--- config.mk ---
export PLATFORM = sky130hd
export DESIGN_NAME = alu_seq_ctrl
export DESIGN_NICKNAME = d
export VERILOG_FILES = /design/src/rtl/alu_seq_pkg.sv /design/src/rtl/rr_arb2.sv /design/src/rtl/alu_seq_ctrl.sv
export SDC_FILE = /design/constraint.sdc
export NUM_CORES = 1
export LEC_CHECK = 0
export CAP_MARGIN = 20
export CORE_ASPECT_RATIO = 0.75
export CORE_MARGIN = 1
export CORE_UTILIZATION = 25
export CTS_BUF_LIST = sky130_fd_sc_hd__clkbuf_4 sky130_fd_sc_hd__clkbuf_8 sky130_fd_sc_hd__clkbuf_16
export DETAILED_ROUTE_END_ITERATION = 10
export GPL_TIMING_DRIVEN = 0
export PLACE_DENSITY = 0.48
export SYNTH_ARGS = -nofsm -noshare
export SYNTH_HDL_FRONTEND = slang
export SYNTH_SLANG_ARGS = --single-unit
--- constraint.sdc ---
create_clock -name clk -period 3.68 [get_ports clk]
set_clock_uncertainty 0.2 [all_clocks]
set_input_delay 0.736 -clock clk [delete_from_list [all_inputs] [get_ports clk]]
set_output_delay 0.736 -clock clk [all_outputs]
set_load 0.02 [all_outputs]
--- src/rtl/alu_seq_pkg.sv ---
// Shared types and constants for the nibble-serial ALU sequencer.
package alu_seq_pkg;

  // Width of the shared ALU slice, in bits.
  localparam int NIB_W = 4;

  // Sequencer states.
  typedef enum logic [1:0] {
    IDLE = 2'd0,
    RUN  = 2'd1,
    RESP = 2'd2
  } state_t;

  // Operation word in 74LS181 encoding: mode bit plus function select.
  typedef struct packed {
    logic       m;
    logic [3:0] s;
  } alu_op_t;

endpackage

--- src/rtl/rr_arb2.sv ---
// Two-way round-robin arbiter. The grant is purely combinational from req and
// the remembered last winner; last_grant moves only when a grant is accepted.
module rr_arb2 (
  input  logic       clk,
  input  logic       rst_n,
  input  logic [1:0] req,
  input  logic       accept,
  output logic [1:0] gnt
);

  logic last_grant_q;
  logic last_grant_d;

  // Pick a winner: a lone requester always wins, a tie goes to the one not granted last.
  always_comb begin
    gnt = 2'b00;
    case (req)
      2'b01:   gnt = 2'b01;
      2'b10:   gnt = 2'b10;
      2'b11:   gnt = last_grant_q ? 2'b01 : 2'b10;
      default: gnt = 2'b00;
    endcase
  end

  // Remember the winner of an accepted grant.
  always_comb begin
    last_grant_d = last_grant_q;
    if (accept) begin
      last_grant_d = gnt[1];
    end
  end

  // last_grant starts at 1 so requester 0 wins the first tie.
  always_ff @(posedge clk or negedge rst_n) begin
    if (!rst_n) begin
      last_grant_q <= 1'b1;
    end else begin
      last_grant_q <= last_grant_d;
    end
  end

endmodule

--- src/rtl/alu_seq_ctrl.sv ---
// Shares one 4-bit ALU slice between two requesters and runs WIDTH-bit
// operations on it one nibble per cycle, LSB nibble first, chaining carry.
//
// Handshakes: a transfer happens on a rising edge where valid and ready are
// both high; valid, once raised, is expected to hold its payload until that
// edge (a requester may withdraw before it is granted), and ready never
// depends on a transfer in the same cycle on the same channel.
module alu_seq_ctrl
  import alu_seq_pkg::*;
#(
  parameter int WIDTH = 16
) (
  input  logic             clk,
  input  logic             rst_n,
  input  logic [1:0]       req_valid,
  output logic [1:0]       req_ready,
  input  logic [WIDTH-1:0] req0_a,
  input  logic [WIDTH-1:0] req0_b,
  input  logic [WIDTH-1:0] req1_a,
  input  logic [WIDTH-1:0] req1_b,
  input  logic [4:0]       req0_op,
  input  logic [4:0]       req1_op,
  output logic             rsp_valid,
  input  logic             rsp_ready,
  output logic             rsp_id,
  output logic [WIDTH-1:0] rsp_f,
  output logic             rsp_cout,
  output logic             rsp_zero,
  output logic [3:0]       alu_a,
  output logic [3:0]       alu_b,
  output logic [3:0]       alu_s,
  output logic             alu_m,
  output logic             alu_cin,
  input  logic [4:0]       alu_f
);

  localparam int NIB   = WIDTH / NIB_W;
  localparam int CNT_W = $clog2(NIB);

  state_t           state_q, state_d;
  logic [CNT_W-1:0] cnt_q, cnt_d;
  logic [WIDTH-1:0] a_q, a_d;
  logic [WIDTH-1:0] b_q, b_d;
  logic [WIDTH-1:0] res_q, res_d;
  alu_op_t          op_q, op_d;
  logic             id_q, id_d;
  logic             carry_q, carry_d;

  logic [1:0]       gnt;
  logic             accept;

  rr_arb2 u_arb (
    .clk    (clk),
    .rst_n  (rst_n),
    .req    (req_valid),
    .accept (accept),
    .gnt    (gnt)
  );

  // Only IDLE offers the grant; rst_n gates it so ready stays low while reset is held.
  always_comb begin
    req_ready = 2'b00;
    if (rst_n && (state_q == IDLE)) begin
      req_ready = gnt;
    end
    accept = |(req_valid & req_ready);
  end

  // Next-state, operand latching and per-nibble result/carry capture.
  always_comb begin
    state_d = state_q;
    cnt_d   = cnt_q;
    a_d     = a_q;
    b_d     = b_q;
    res_d   = res_q;
    op_d    = op_q;
    id_d    = id_q;
    carry_d = carry_q;
    case (state_q)
      IDLE: begin
        if (accept) begin
          state_d = RUN;
          cnt_d   = '0;
          carry_d = 1'b0;
          if (req_ready[1]) begin
            a_d  = req1_a;
            b_d  = req1_b;
            op_d = req1_op;
            id_d = 1'b1;
          end else begin
            a_d  = req0_a;
            b_d  = req0_b;
            op_d = req0_op;
            id_d = 1'b0;
          end
        end
      end
      RUN: begin
        res_d[cnt_q*NIB_W +: NIB_W] = alu_f[3:0];
        carry_d = alu_f[4];
        cnt_d   = cnt_q + 1'b1;
        if (cnt_q == CNT_W'(NIB - 1)) begin
          state_d = RESP;
          cnt_d   = '0;
        end
      end
      RESP: begin
        if (rsp_ready) begin
          state_d = IDLE;
        end
      end
      default: state_d = IDLE;
    endcase
  end

  // Drive the slice only while running; carry chains only in arithmetic mode past nibble 0.
  always_comb begin
    alu_a   = 4'h0;
    alu_b   = 4'h0;
    alu_s   = 4'h0;
    alu_m   = 1'b0;
    alu_cin = 1'b0;
    if (state_q == RUN) begin
      alu_a   = a_q[cnt_q*NIB_W +: NIB_W];
      alu_b   = b_q[cnt_q*NIB_W +: NIB_W];
      alu_s   = op_q.s;
      alu_m   = op_q.m;
      alu_cin = (cnt_q != '0) && !op_q.m && carry_q;
    end
  end

  // Response fields are held at zero except in RESP, where they come from stable registers.
  always_comb begin
    rsp_valid = (state_q == RESP);
    rsp_f     = rsp_valid ? res_q : '0;
    rsp_id    = rsp_valid & id_q;
    rsp_cout  = rsp_valid & carry_q & ~op_q.m;
    rsp_zero  = rsp_valid & ~|res_q;
  end

  // State and datapath registers.
  always_ff @(posedge clk or negedge rst_n) begin
    if (!rst_n) begin
      state_q <= IDLE;
      cnt_q   <= '0;
      a_q     <= '0;
      b_q     <= '0;
      res_q   <= '0;
      op_q    <= '0;
      id_q    <= 1'b0;
      carry_q <= 1'b0;
    end else begin
      state_q <= state_d;
      cnt_q   <= cnt_d;
      a_q     <= a_d;
      b_q     <= b_d;
      res_q   <= res_d;
      op_q    <= op_d;
      id_q    <= id_d;
      carry_q <= carry_d;
    end
  end

endmodule

# Yosys cells after proc, flatten, opt, wreduce, memory -nomap -nowiden
# Index checks and enable logic that the tools add are counted.
totals:
  regBits: 60
  inputBits: 84
op_classes:
  n_addsub: 2
  eq_ne: 9
  n_shift: 4
  n_mux: 23
  bitwise: 6
  n_reduce_logical: 13
op_table:
  columns: ["cell", "n"]
  rows:
  - ["$mux W16", 3]
  - ["$neg A4 Y34", 1]
  - ["$shift A4 B34 Y16 const A", 1]
  - ["$shiftx A4 B34 Y16", 1]
  - ["$shiftx A16 B5 Y4", 2]
  - ["$bwmux W16", 1]
  - ["$reduce_or A16 Y1", 1]
  - ["$mux W2", 7]
  - ["$mux W4", 3]
  - ["$pmux W2 S3", 2]
  - ["$eq A2 B2 Y1 const B", 4]
  - ["$mux W5", 1]
  - ["$and A1 B1 Y1", 4]
  - ["$eq A2 B1 Y1 const B", 2]
  - ["$mux W1", 4]
  - ["$ne A2 B2 Y1 const B", 2]
  - ["$pmux W2 S2", 1]
  - ["$reduce_and A2 Y1", 2]
  - ["$reduce_bool A2 Y1", 2]
  - ["$logic_and A1 B1 Y1", 3]
  - ["$reduce_and A3 Y1", 1]
  - ["$add A2 B1 Y2 const B", 1]
  - ["$and A2 B2 Y2", 1]
  - ["$logic_not A1 Y1", 2]
  - ["5 further kinds", 5]

# Longest topological paths before layout
# Gate-level depths: netlist (run 1).
logic_depth:
  ltp_word: 7
  depth_mapped: 6
  depth_no_buf: 5

# By module
# Synthesis (run 1) repeated with hierarchy kept, for this count alone.
unflattened:
  hier_cells: 276
  area_unflattened_um2: 3289.4
modules_own_cells:
  columns: ["module", "instances", "cells_per_inst", "area_each_um2"]
  rows:
  - ["alu_seq_ctrl", 1, 271, 3225.6]
  - ["rr_arb2", 1, 5, 63.8]

# Worst setup path before layout (run 1)
# OpenSTA, ideal clock, no wires.
synth_timing:
  path_kind: "register to output"
  from: "register cnt_q[0]"
  to: "output port alu_cin"
  t_arrival_ps: 1913
  required_time_ps: 2744
  setup_slack_ps: 831
  stages_incl_launch_ff: 5
  path_buffers: 1
  path_cell_list: "dfrtp_1 -> buf_6 -> inv_1 -> ha_1 -> nor4b_1"
synth_between:
  elab_chain_cells: 4
synth_rtl:
  columns: ["item", "line_no", "rtl"]
  rows:
  - ["start, declared", "alu_seq_ctrl.sv:41", "logic [CNT_W-1:0] cnt_q, cnt_d;"]
  - ["start signal, assigned", "alu_seq_ctrl.sv:154", "cnt_q <= cnt_d;"]
  - ["$reduce_bool A2 Y1", "alu_seq_ctrl.sv:128", "alu_cin = (cnt_q != '0) && !op_q.m && carry_q;"]
  - ["$logic_and A1 B1 Y1 (2 in series)", "alu_seq_ctrl.sv:128", null]
  - ["$mux W1", "alu_seq_ctrl.sv:123", "if (state_q == RUN) begin"]
  - ["end, declared", "alu_seq_ctrl.sv:33", "output logic alu_cin,"]
# No other way between the ends.

# Worst setup path after layout (run 1)
layout_timing:
  from: "input port req_valid[1]"
  to: "output port req_ready[1]"
layout_between:
  elab_chain_cells: 3
  elab_cells_between_ends: 5
  cone_classes: "eq/ne: 3; mux: 2"
layout_rtl:
  columns: ["item", "line_no", "rtl"]
  rows:
  - ["start, declared", "alu_seq_ctrl.sv:15", "input logic [1:0] req_valid,"]
  - ["$eq A2 B2 Y1 / $eq A2 B1 Y1 (equally long branches)", "rr_arb2.sv:17", "case (req)"]
  - ["$pmux W2 S3 *", "rr_arb2.sv:17", null]
  - ["$mux W2 *", "alu_seq_ctrl.sv:63", "if (rst_n && (state_q == IDLE)) begin"]
  - ["end, declared", "alu_seq_ctrl.sv:16", "output logic [1:0] req_ready,"]
# Every way passes the cells marked *; elsewhere a longest branch is shown, timed or not.

==> results of run 1 <==
[kinds of logic after synthesis]
family	Yosys count
and+or+nand+nor	97
buffers and inverters	33
muxes	8
AOI/OAI and AO/OA	137
DFF	60
adders and majority gates	6
[flip-flops by register name (all words and copies together), names as in the netlist]
register,count
res_q,16
b_q,16
cnt_q,2
a_q,16
carry_q,1
u_arb.last_grant_q,1
op_q,5
id_q,1
state_q,2
[placed cells by master (no fill, tap or decap), types with 2 or more instances in the layout]
cell             instances
clkdlybuf4s50_1        117
a21o_1                   2
nor4b_2                  3
o21ai_0                 29
a22o_1                  17
o21ai_1                  9
a21oi_1                 37
mux4_1                   3
nand2_1                  4
inv_1                    3
nor4_1                   4
dfrtp_1                 58
buf_6                    8
ha_1                     6
clkbuf_1                10
o21ai_2                  2
mux4_2                   5
clkbuf_8                 2
clkbuf_2                 3
nand3b_1                 4
and2_1                  30
clkbuf_16                9
o31ai_1                 38
buf_2                    5
buf_12                   4
nor2_1                  42
[worst max-delay path: stages]
cell and delay, ns:
clkdlybuf4s50_1 0.54, a21bo_2 0.25, buf_2 0.19, nor2_1 0.21, clkdlybuf4s50_1 0.67
[power by group through the flow]
stage	combinational, uW	clock, uW	sequential [uW]
final	1770	844	1200
after global routing	1940	888	1240
after CTS	1780	863	1200
after detailed placement	1760	0	1210
after global placement	1750	0	1210
after floorplan	1190	0	1100
[repair_timing]
action	in CTS	in global routing
resized for setup	7	5
cloned	0	0
endpoints found under the setup margin	11	3
[layout make-up]
class / instances / share of cell area
Tap cell: 171 / 0.0413
Inverter: 3 / 0.00217
Timing Repair Buffer: 119 / 0.232
Clock inverter: 2 / 0.00676
Clock buffer: 12 / 0.0502
Sequential cell: 60 / 0.290
Buffer: 30 / 0.0468
Multi-Input combinational cell: 248 / 0.330
[worst max-delay path by stage]
stage               slack (ns)      endpoint  cells past startpoint
global placement         -2.47  req_ready[0]                      6
floorplan                 0.83       alu_cin                      4
detailed placement       -0.31  req_ready[0]                      6
global route              0.08  req_ready[1]                      5
CTS                       0.06  req_ready[0]                      5
finish                    0.16  req_ready[1]                      5
[metal layers]
metal  track usage  part of all wire  vias up
li1              -                 -     1516
met1         0.248              0.48     1577
met2         0.247              0.45       93
met3        0.0348             0.063       13
met4        0.0551             0.013        0
met5             0                 0        -
[metrics by stage]
stage               area, um2  std cells  hold slack (ns)
floorplan                3450        341            0.240
global placement         4860        631            0.258
detailed placement       4860        631            0.265
CTS                      5180        645            0.103
global route             5180        645            0.117
finish                   5180        645           0.0990
==> qor.csv, run 1 <==
metric;value;unit
pwr/cell area;737;nW/um2
pin count of the biggest net entering global routing;63;
Vert. Die Dim;104;um
worst reg2reg path endpoint;res_q[1];
Max Freq;284;MHz
DR WL/cell;18.1;um
Setup crit end kind;primary output;
final hold violation count;0;
Post-Syn Area;3450;um2
CP max FO;10;
top-count cell post-synth;dfrtp_1;
Syn-to-layout area delta;50.0;%
Post-synth EDFFs;0;
Post-DP HPWL;8750;um
post-CTS setup buffer count;0;
max-slew violation count;0;
Synth Area in Simple Gates;0.163;
final net count;561;
final wirelength;11700;um
syn_nets;431;
CTS tree;done;
TNS Setup;0;ns
synth warn;0;
post-synth top area share;0.427;
sequential cell area fraction in the yosys report;0.435;
Final ANT Viol Nets;0;
FFs w/ async S/R, synth;1.00;
status;finished, final reports clean;
Internal;2390;uW
dominant cell type by area after synthesis;dfrtp_1;
CTS buffer count;9;
Post-Synth Adder-Cell Area;0.0217;
synthesized area per cell;10.1;um2
clock buffer depth;2;
worst slack at placement;-0.314;ns
Clk Latency, worst-skew pair;0.33;ns
Slew HR;0.636;
hold buffers post-CTS;0;
CTS root buffer;clkbuf_16;
max-cap viol count;0;
worst vdd ir;289;uV
num ports;120;
fin crit period;3.52;ns
Seq cells post-synth;60;
mux contribution to synthesized area;0.0554;
top cells by area, synth;dfrtp_1 43%, o31ai_1 8.3%, and2_1 5.4%;
sequential share of power;0.315;
final core occ;0.391;
Multi-input gate area;1710;um2
Crit Path Class;primary input to primary output;
Initial Utilization;0.261;
largest family of logic cells by synthesized area;compound AO/OA/AOI/OAI gates;
top cells by count, synth;59 x dfrtp_1, 42 x nor2_1, 38 x o31ai_1, 37 x a21oi_1, 30 x and2_1;
Worst-Margin Slew;0.546;ns
Gate power share;0.464;
reg2reg start;cnt_q[0];
GRT Overall Usage;0.170;
Worst setup SP type;primary input;
I/O Buffers;119;
clk slew on worst S/H paths;0.05;ns
fraction of layout cells with a size suffix above 1;0.116;
switching share of power;0.373;
TritonRoute pass-1 iters;4;
unrepaired setup endpoints after global routing;no;
post-synthesis compound-gate area fraction;0.252;
final setup vio count;0;
DR DRC count;0;
xor-xnor portion of the synthesized cell area;0;
Leak;0.00214;uW
CTS Sinks;60;
Rows;36;
total gr overflow;0;
Worst EP arrival;2.58;ns
Die W;138;um
Data required, critical path;2.74;ns
H-tree depth;3;
1st-iter DRT viols;107;
R2R setup slack;1.34;ns
area of the core;13200;um2
power consumption;3820;uW
Hold Path Class;primary input to async pin;
Switching Power;1430;uW
setup ws final;0.160;ns
Yosys cell types;38;
full die area;14300;um2
Post-Syn Instances;341;
ys flop type;dfrtp_1;
ant diodes;0;
worst setup path start;req_valid[1];
first-pass GRT wire length;18100;um
Clock Power Share;0.221;
DR vias;3199;
initial antenna violation count;0;
Placer Congestion;0.778;
fill count;1344;
sequential cell area;1500;um2
final period utilization;0.957;
FF-to-FF path depth;5;
vias in the first global route;3313;
Vias/cell;4.96;
No activity file was read; power rests on OpenSTA's default activity.
==> run 2, diff against run 1 <==
--- a/config.mk
+++ b/config.mk
@@ -13,6 +13,7 @@
 export DETAILED_ROUTE_END_ITERATION = 10
 export GPL_TIMING_DRIVEN = 0
 export PLACE_DENSITY = 0.48
+export SLEW_MARGIN = 20
 export SYNTH_ARGS = -nofsm -noshare
 export SYNTH_HDL_FRONTEND = slang
 export SYNTH_SLANG_ARGS = --single-unit
==> qor.csv, run 2 (synthesis gave the netlist of run 1 again) <==
metric;value;unit;change
status;finished, final reports clean;;
GRT Overall Usage;0.170;;about the same
ant diodes;0;;unchanged
CTS Sinks;60;;unchanged
CTS tree;done;;
Final Hold Slack;0.0780;ns;-0.0210 ns
final core occ;0.394;;+0.00321
Data required, critical path;2.74;ns;about the same
fin crit period;3.49;ns;-0.0320 ns
Setup crit end kind;primary output;;
unrepaired setup endpoints after global routing;no;;
initial antenna violation count;0;;unchanged
area of the core;13200;um2;unchanged
I/O Buffers;119;;unchanged
Multi-input gate area;1720;um2;+0.44%
Leak;0.00216;uW;+1.1%
Die W;138;um;unchanged
Crit Path Class;primary input to primary output;;
Clk Latency, worst-skew pair;0.33;ns;about the same
final setup vio count;0;;unchanged
Hold Path Class;primary input to async pin;;
Worst EP arrival;2.55;ns;-0.03 ns
Top Registers;a_q: 16 flops, b_q: 16 flops, res_q: 16 flops;;
DR DRC count;0;;unchanged
first-pass GRT wire length;18100;um;about the same
clk slew on worst S/H paths;0.05;ns;about the same
clock buffer depth;2;;unchanged
CTS root buffer;clkbuf_16;;
final net count;561;;unchanged
CP max FO;46;;+36
crit-path max cell delay;0.61;ns;-0.06 ns
Syn-to-layout area delta;51.2;%;
Worst-Margin Slew;0.540;ns;-0.00569 ns
Post-DP HPWL;8890;um;+1.7%
cells along the critical path;buf_4 -> buf_16 -> nor3b_4 -> o21ai_4 -> nor2_1 -> clkdlybuf4s50_1;;
max-slew violation count;0;;unchanged
commonest non-fill, non-tap cell in the layout;clkdlybuf4s50_1;;
most frequent cells in the layout;116 x clkdlybuf4s50_1, 58 x dfrtp_1, 42 x nor2_1;;
fraction of layout cells with a size suffix above 1;0.118;;+0.00161
final period utilization;0.948;;-0.00870
DR WL/cell;18.0;um;-0.62%
pin count of the biggest net entering global routing;47;;-25%
max-cap viol count;0;;unchanged
Vias/cell;4.89;;-1.5%
Rows;36;;unchanged
num ports;120;;unchanged
Placer Congestion;0.778;;unchanged
pwr/cell area;743;nW/um2;+0.80%
H-tree depth;3;;unchanged
Worst setup SP type;primary input;;
Max Freq;287;MHz;+0.92%
critical path's slowest cell;clkdlybuf4s50_1;;
Initial Utilization;0.261;;unchanged
DR vias;3161;;-1.2%
worst vdd ir;299;uV;+3.3%
full die area;14300;um2;unchanged
Post-DP Area;4880;um2;+0.57%
total gr overflow;0;;unchanged
final wirelength;11700;um;-0.32%
CTS buffer count;9;;unchanged
final std cell area, no fill;5220;um2;+0.82%
sequential cell area;1500;um2;unchanged
vias in the first global route;3292;;-0.63%
Slew HR;0.640;;+0.00380
1st-iter DRT viols;176;;+64%
TritonRoute pass-1 iters;4;;unchanged
final hold violation count;0;;unchanged
Final ANT Viol Nets;0;;unchanged
R2R setup slack;1.39;ns;+0.05 ns
fill count;1341;;-0.22%
Vert. Die Dim;104;um;unchanged
## run 2: stage by stage
step	worst slack, ns	TNS, ns	std cells	power (uW)
finish	0.192	0	647	3880
global route	0.0434	0	647	4140
CTS	0.0242	0	647	3910
detailed placement	-0.130	-0.159	632	2980
global placement	-2.47	-90.39	631	2960
floorplan	0.831	0	341	2290
## run 2: cell type report
cell class | instances | area share
clock buffer | 11 | 0.0472
multi-input combinational | 248 | 0.329
tap | 171 | 0.0410
sequential | 60 | 0.288
clock inverter | 5 | 0.0144
timing repair buffer | 120 | 0.233
buffer | 29 | 0.0455
inverter | 3 | 0.00216
## run 2: power breakdown
part           internal, uW  total (uW)  switching, uW
registers               971        1200            234
clock network           615         914            300
logic                   864        1760            897
## run 2: final timing paths
path	endpoint	depth (start not counted)	from
worst max-delay path	req_ready[0]	6	rst_n
min in group clk	id_q	1	id_q
worst min register to register	id_q	1	id_q
worst min-delay path	a_q[10]	1	rst_n
worst max register to register	res_q[0]	5	cnt_q[0]
max in group asynchronous	u_arb.last_grant_q	2	rst_n
## run 2: per-layer routing
metal / wire length, um / part of all wire / vias to the layer above / global-route usage
met1: 5730 / 0.49 / 1548 / 0.246
met2: 5150 / 0.44 / 83 / 0.253
met5: 0 / 0 / - / 0
met3: 659 / 0.057 / 11 / 0.0362
li1: - / - / 1519 / -
met4: 122 / 0.010 / 0 / 0.0458
## run 2: repair_timing
item / 4_1_cts / 5_1_grt
buffers inserted: 0 / 0
gates resized for setup: 4 / 5
cloned: 0 / 0
hold buffers: 0 / 0
endpoints found under the setup margin: 11 / 6
endpoints found under the hold margin: 0 / 0
## run 2: worst max-delay path, delay by kind of cell
family / cells / cell delay (ns)
buffers and inverters: 3 / 1.14
AND/OR/NAND/NOR: 2 / 0.45
AO/OA/AOI/OAI: 1 / 0.20
